<file path="src/rtl/cache_miss_ctrl.sv">
`default_nettype none
// +--------------------------------------------------------------------------+
// | cache_miss_ctrl: cache miss sequencer (victim select, write-back, refill) |
// | Optional write-back path enabled by macro CACHE_WB_EN.  Rev 1.0           |
// +--------------------------------------------------------------------------+
module cache_miss_ctrl (
  input  logic        clk,
  input  logic        rst,
  input  logic        miss_req,
  input  logic [31:0] miss_addr,
  output logic [31:0] line_addr,
  input  logic [3:0]  victim_way,
  input  logic [3:0]  victim_dirty,
  output logic        lru_en,
  output logic [3:0]  lru_visit,
  output logic        wb_req,
  output logic [3:0]  wb_way,
  input  logic        wb_ready,
  input  logic        wb_done,
  output logic        rd_req,
  input  logic        rd_ready,
  input  logic        rd_valid,
  input  logic [31:0] rd_data,
  input  logic        rd_last,
  output logic [3:0]  way_we,
  output logic [3:0]  fill_word,
  output logic [31:0] fill_data,
  output logic        miss_done,
  output logic        busy,
  output logic        fill_err
);

`ifdef CACHE_WB_EN
  typedef enum logic [2:0] {
    S_IDLE    = 3'd0,
    S_SEL     = 3'd1,
    S_WB_REQ  = 3'd2,
    S_WB_WAIT = 3'd3,
    S_RD_REQ  = 3'd4,
    S_FILL    = 3'd5,
    S_UPD     = 3'd6
  } state_t;
`else
  typedef enum logic [2:0] {
    S_IDLE    = 3'd0,
    S_SEL     = 3'd1,
    S_RD_REQ  = 3'd4,
    S_FILL    = 3'd5,
    S_UPD     = 3'd6
  } state_t;
`endif

  state_t      r_state;
  state_t      w_state_nxt;
  logic [3:0]  r_vway;
  logic [3:0]  r_cnt;
  logic [31:0] r_line_addr;
  logic        r_busy;
  logic        r_rd_req;
  logic        r_lru_en;
  logic [3:0]  r_lru_visit;
  logic        r_miss_done;
  logic        r_fill_err;
  logic        w_onehot;
  logic [3:0]  w_vway_clean;
  logic        w_beat;

  // A malformed (zero or multi-hot) victim falls back to way 0.
  assign w_onehot     = (victim_way != 4'd0) && ((victim_way & (victim_way - 4'd1)) == 4'd0);
  assign w_vway_clean = w_onehot ? victim_way : 4'b0001;
  assign w_beat       = (r_state == S_FILL) && rd_valid;

  always_comb begin
    w_state_nxt = r_state;
    case (r_state)
      S_IDLE:    if (miss_req) w_state_nxt = S_SEL;
`ifdef CACHE_WB_EN
      S_SEL:     w_state_nxt = ((victim_dirty & w_vway_clean) != 4'd0) ? S_WB_REQ : S_RD_REQ;
      S_WB_REQ:  if (wb_ready) w_state_nxt = S_WB_WAIT;
      S_WB_WAIT: if (wb_done) w_state_nxt = S_RD_REQ;
`else
      S_SEL:     w_state_nxt = S_RD_REQ;
`endif
      S_RD_REQ:  if (rd_ready) w_state_nxt = S_FILL;
      S_FILL:    if (rd_valid && (r_cnt == 4'd15)) w_state_nxt = S_UPD;
      S_UPD:     w_state_nxt = S_IDLE;
      default:   w_state_nxt = S_IDLE;
    endcase
  end

  // Outputs are registered from the next state so they line up with it.
  always_ff @(posedge clk or posedge rst) begin
    if (rst) begin
      r_state     <= S_IDLE;
      r_vway      <= 4'd0;
      r_cnt       <= 4'd0;
      r_line_addr <= 32'd0;
      r_busy      <= 1'b0;
      r_rd_req    <= 1'b0;
      r_lru_en    <= 1'b0;
      r_lru_visit <= 4'd0;
      r_miss_done <= 1'b0;
      r_fill_err  <= 1'b0;
    end else begin
      r_state     <= w_state_nxt;
      r_busy      <= (w_state_nxt != S_IDLE);
      r_rd_req    <= (w_state_nxt == S_RD_REQ);
      r_lru_en    <= (w_state_nxt == S_UPD);
      r_miss_done <= (w_state_nxt == S_UPD);
      r_lru_visit <= (w_state_nxt == S_UPD) ? r_vway : 4'd0;
      if ((r_state == S_IDLE) && miss_req)
        r_line_addr <= {miss_addr[31:6], 6'd0};
      if (r_state == S_SEL)
        r_vway <= w_vway_clean;
      if ((r_state == S_RD_REQ) && rd_ready)
        r_cnt <= 4'd0;
      else if (w_beat)
        r_cnt <= r_cnt + 4'd1;
      // Beat counter is authoritative; an early/late rd_last only flags.
      if (w_beat && rd_last && (r_cnt != 4'd15))
        r_fill_err <= 1'b1;
    end
  end

`ifdef CACHE_WB_EN
  logic       r_wb_req;
  logic [3:0] r_wb_way;
  logic [3:0] w_vway_cur;

  assign w_vway_cur = (r_state == S_SEL) ? w_vway_clean : r_vway;

  always_ff @(posedge clk or posedge rst) begin
    if (rst) begin
      r_wb_req <= 1'b0;
      r_wb_way <= 4'd0;
    end else begin
      r_wb_req <= (w_state_nxt == S_WB_REQ);
      r_wb_way <= (w_state_nxt == S_WB_REQ) ? w_vway_cur : 4'd0;
    end
  end

  assign wb_req = r_wb_req;
  assign wb_way = r_wb_way;

  logic w_unused;
  assign w_unused = ^miss_addr[5:0];
`else
  assign wb_req = 1'b0;
  assign wb_way = 4'd0;

  logic w_unused;
  assign w_unused = ^{miss_addr[5:0], victim_dirty, wb_ready, wb_done};
`endif

  assign line_addr = r_line_addr;
  assign busy      = r_busy;
  assign rd_req    = r_rd_req;
  assign lru_en    = r_lru_en;
  assign lru_visit = r_lru_visit;
  assign miss_done = r_miss_done;
  assign fill_err  = r_fill_err;
  assign way_we    = w_beat ? r_vway : 4'd0;
  assign fill_word = w_beat ? r_cnt : 4'd0;
  assign fill_data = w_beat ? rd_data : 32'd0;

endmodule
`default_nettype wire

</file>
<file path="config.mk">
export PLATFORM = sky130hd
export DESIGN_NAME = cache_miss_ctrl
export DESIGN_NICKNAME = d
export VERILOG_FILES = /design/src/rtl/cache_miss_ctrl.sv
export SDC_FILE = /design/constraint.sdc
export NUM_CORES = 1
export LEC_CHECK = 0
export CAP_MARGIN = 15
export CORE_MARGIN = 2
export CORE_UTILIZATION = 31
export CTS_CLUSTER_SIZE = 25
export DETAILED_ROUTE_END_ITERATION = 6
export GPL_TIMING_DRIVEN = 0
export PLACE_DENSITY = 0.78
export SLEW_MARGIN = 15
export SYNTH_ARGS = -nofsm -noshare
export SYNTH_HDL_FRONTEND = slang
export SYNTH_SLANG_ARGS = --single-unit
</file>
<file path="constraint.sdc">
create_clock -name clk -period 1.76 [get_ports clk]
set_clock_uncertainty 0.2 [all_clocks]
set_input_delay 0.352 -clock clk [delete_from_list [all_inputs] [get_ports clk]]
set_output_delay 0.352 -clock clk [all_outputs]
set_load 0.03 [all_outputs]
</file>
---- After elaboration in Yosys (flattened, before gate mapping) ----
Cells that the tools add are included.
word-level totals
  bits in registers ....................... 45
  latch bits .............................. 0
  RAM bits ................................ 0
  bits in read-only memories .............. 0
  bits of input ports ..................... 80
  output and inout port bits .............. 86
  logic and storage cells ................. 42
  memories ................................ 0
operators by class
  $add $sub $neg .......................... 2
  $mul .................................... 0
  div/mod/pow operators ................... 0
  order comparisons ....................... 0
  eq/ne operators ......................... 7
  shifts and indexed selects .............. 0
  muxes and demuxes ....................... 11
  bitwise logic cells ..................... 1
  reduce and logical (&&, ||, !) cells .... 12
operators with widths
  cell                                                                 count
  32-bit two-way mux                                                   1
  4-bit two-way mux                                                    6
  3-bit == test (second input constant)                                4
  3-bit case mux with 4 select lines                                   1
  3-bit two-way mux                                                    3
  1-bit logical AND                                                    7
  4-bit by 1-bit adder with 4-bit output (second input constant)       1
  4-bit AND                                                            1
  4-bit == test (second input constant)                                1
  4-bit logical NOT                                                    1
  4-bit inequality test (second input constant)                        1
  4-bit nonzero test                                                   1
  4-bit by 1-bit subtractor with 4-bit output (second input constant)  1
  3-bit by 1-bit == test with 1-bit output (second input constant)     1
  3-bit logical NOT                                                    1
  3-bit nonzero test                                                   1
  2-bit nonzero test                                                   1

---- Longest topological paths before layout ----
  depth after elaboration ................. 6
  mapped depth ............................ 5
  gate-level depth less buffers ........... 4

---- Worst setup path after synthesis ----
No wires, ideal clock.
  path type ............................... register to output
  start point ............................. register r_state[1]
  end point ............................... output fill_data[0]
  arrival ................................. 1.460 ns
  required time ........................... 1.208 ns
  slack ................................... -0.252 ns
  cell stages (with the launch flop) ...... 6
  path buffers ............................ 3
  cell sequence ........................... dfrtp_1 clkbuf_2 and4b_1 buf_2 clkbuf_1 and2_1
on the way
  word-level cells in the longest chain between the ends .. 3
ends and longest elaborated chain
  element                   RTL line  text
  start: declaration        53        state_t r_state;
  start signal: assignment  105       r_state <= w_state_nxt;
  3-bit == test             71        assign w_beat = (r_state == S_FILL) && rd_valid;
  1-bit logical AND         71
  32-bit two-way mux        164       assign fill_data = w_beat ? rd_data : 32'd0;
  end: declaration          27        output logic [31:0] fill_data,
Every way passes these cells.

---- Worst setup path in the final report ----
  start point ............................. register r_state[0]
  end point ............................... output way_we[3]
on the way
  word-level cells in the longest chain between the ends .. 3
ends and longest elaborated chain
  element            RTL line  text
  3-bit == test      71
  1-bit logical AND  71
  4-bit two-way mux  162       assign way_we = w_beat ? r_vway : 4'd0;
  end: declaration   25        output logic [3:0] way_we,
Every way passes these cells.

==> results.ini <==
[outcome]
outcome=finished with violations
violations=negative setup slack

[critical_path]
start_kind=register
worstPathRequired_ns=1.21
endpoint_kind=primary output
crit_path_max_fanout=5
cp_slowest_stage_delay_ns=0.40
r2r-end=line_addr[26]$_DFFE_PP0P_
crit_top_cell=buf_6
startpoint=r_state[0]$_DFF_PP0_
slowest_stage=dfrtp_1
worst-setup-path-type=register to primary output
rr_worst_depth=8
crit_arrival_ns=1.65
crit_path_end=way_we[3]
r2r_slack_ns=-0.25
r2r-start=r_state[1]$_DFF_PP0_
crit_chain=buf_6 -> and4b_2 -> buf_6 -> clkbuf_16 -> and2_4 -> buf_6

[timing]
drv_slew=0
holdWs_ns=0.139
finalWorstSetupSlack_ns=-0.445
setup_violations=72
finalHoldViolCount=0
fin_crit_sh_pct=125
fmax_mhz=454
rsz0062_at_grt=true
layout_min_cycle_time_ns=2.21

[finish]
multi_input_area_um2=1130
fillers=580
nets=447
drive_gt1_share_pct=45.2
finalNonFillerCells=463
syn2layout_area_growth_pct=104
diodes=0
utilization_pct=65.4
seqCellArea_um2=1130
fin_area_um2=4440

[yosys]
synth_edf_count=0
syn_inst=186
syn_avg_cell_area_um2=11.7
synthAdderAreaFrac_pct=0.574
synthSimpleGateAreaFrac_pct=22.3
async_flop_share_pct=100
yosysTopAreaCellShare_pct=51.7
synth-compound-area-share_pct=1.95
yosysMostFrequentCell=dfrtp_1
synth_top_area_cell=dfrtp_1
yosys-mux-area-fraction_pct=15.3
synth.ff_latch_count=45
synth_warnings=0
dominantRegCellSynth=dfrtp_1
yosysUniqueCellTypes=32
synth_xor_area_share_pct=0.804
yosysSeqAreaShare_pct=51.7
synth_top_family_by_area=simple AND/OR/NAND/NOR gates
synth_area_leaders=dfrtp_1 (52%), mux2_2 (13%), and2_1 (13%), buf_4 (4.5%), mux2i_1 (1.8%)
syn-cell-area_um2=2180
synth_common_cells=dfrtp_1 (45), and2_1 (44), mux2_2 (26)

[floorplan]
core-area_um2=6790
initial_utilization_pct=32.1
fp.dieW_um=87.8
ios=166
dieArea_um2=7710
fp-row-count=30
die_height_um=87.8

[global_route]
grt_pass1_wl_um=10200
grt_pass1_vias=2062
grt.total_usage_pct=16.8
antenna_found_initial=0
grt_max_degree=32
gr-total-overflow=0

[clock_tree]
cts_buffers=5
clock_path_buffers=2
htree_levels=2
root_buffer=clkbuf_8
cts.sinks=45
cts_tree=done
clk_transition_reported_paths_ns=0.08
clk_latency_ns=0.28

[drt]
post-route-drc-count=0
drt-initial-drc-count=50
firstDrtPassIters=4
wire_per_inst_um=13.8
viasPerCell=4.30
wl_um=6410
vias=1990
ant_nets=0

[pwr]
ir_drop_mv=0.551
p_leak_nw=2.15
powerDensity_nw_per_um2=1090

[placement]
io_buffers=142
dpl.hpwl_um=4690
place_area_um2=3930
dp.cells=435
routabilityCongestion=0.733

[run]
maxCapViolations=0

[min_path]
worstHoldPathType=input port to asynchronous set/reset pin

[where the power goes]
part / switching, mW / internal [mW]
logic: 1.34 / 1.51
clock network: 0.322 / 0.283
registers: 0.155 / 1.24
total: 1.81 / 3.03
[per-stage QoR]
step,TNS (ns),worst slack [ns],total power [mW]
floorplan,-2.88,-0.0979,2.96
global placement,-90.47,-1.02,3.83
detailed placement,-56.29,-1.03,3.89
CTS,-19.86,-0.447,4.85
global route,-25.60,-0.502,5.13
finish,-21.94,-0.445,4.85
[cell usage in the layout (no fill, tap or decap), types with 2 or more instances in the layout]
cell,n
conb_1,11
clkbuf_16,3
o21ai_1,2
and4_1,2
or4b_2,3
nor2_1,8
dfrtp_1,43
buf_8,4
nor2b_1,2
clkdlybuf4s50_1,66
clkbuf_1,3
dlygate4sd2_1,36
buf_12,3
and2_4,40
clkbuf_8,9
mux2i_1,4
o21ai_0,2
nand2_1,6
buf_6,50
and2_1,4
xnor2_1,2
buf_4,18
dfrtp_2,2
buf_16,2
mux2_4,25
[area by class of cell]
type	count	share of cell area, %
inverters	1	0.0845
repair buffers	166	39.4
plain buffers	20	5.18
well taps	96	2.70
multi-input cells	127	25.4
clock buffers	8	1.80
flip-flops and latches	45	25.4
[critical path: cells and delay by family, from the launching register on]
family                 cells  cell delay, ns
AND/OR/NAND/NOR            2            0.42
buffers and inverters      4            0.55
flip-flops                 1            0.40
[kinds of logic after synthesis]
group | Yosys count
other | 1
AO/OA/AOI/OAI | 7
buffers and inverters | 24
XOR/XNOR | 2
adder cells (fa/ha/maj) | 1
flip-flops | 45
AND/OR/NAND/NOR | 76
multiplexers | 30
[routing by layer]
| layer | global-route usage, % | up-vias | share of wire (%) |
|---|---|---|---|
| li1 | - | 949 | - |
| met1 | 18.4 | 935 | 37 |
| met2 | 31.5 | 100 | 52 |
| met3 | 5.18 | 6 | 9.7 |
| met4 | 3.78 | 0 | 0.98 |
| met5 | 0 | - | 0 |
[state kept, by name, indices dropped and copies added (netlist names)]
register and count:
miss_done 1, line_addr 26, r_state 3, r_cnt 4
rd_req 1, r_vway 4, lru_visit 4, busy 1
fill_err 1
[worst min path at each step]
| stage | startpoint | endpoint | slack, ns | depth (start not counted) |
|---|---|---|---|---|
| global placement | fill_err$_DFFE_PP0P_ | fill_err$_DFFE_PP0P_ | 0.25 | 1 |
| detailed placement | fill_err$_DFFE_PP0P_ | fill_err$_DFFE_PP0P_ | 0.26 | 1 |
| finish | rst | line_addr[12]$_DFFE_PP0P_ | 0.14 | 2 |
| global route | rst | line_addr[12]$_DFFE_PP0P_ | 0.17 | 2 |
| floorplan | r_vway[1]$_DFFE_PP0P_ | r_vway[1]$_DFFE_PP0P_ | 0.26 | 2 |
| CTS | rst | line_addr[12]$_DFFE_PP0P_ | 0.15 | 2 |
[timing repair]
action / CTS / global route
hold endpoints to repair: 0 / 0
hold buffers: 0 / 0
gates resized for setup: 360 / 13
pin swaps: 7 / 1
gates cloned: 7 / 0
buffers inserted: 12 / 4
endpoints found under the setup margin: 102 / 72
Power figures use the tool's default switching activity.
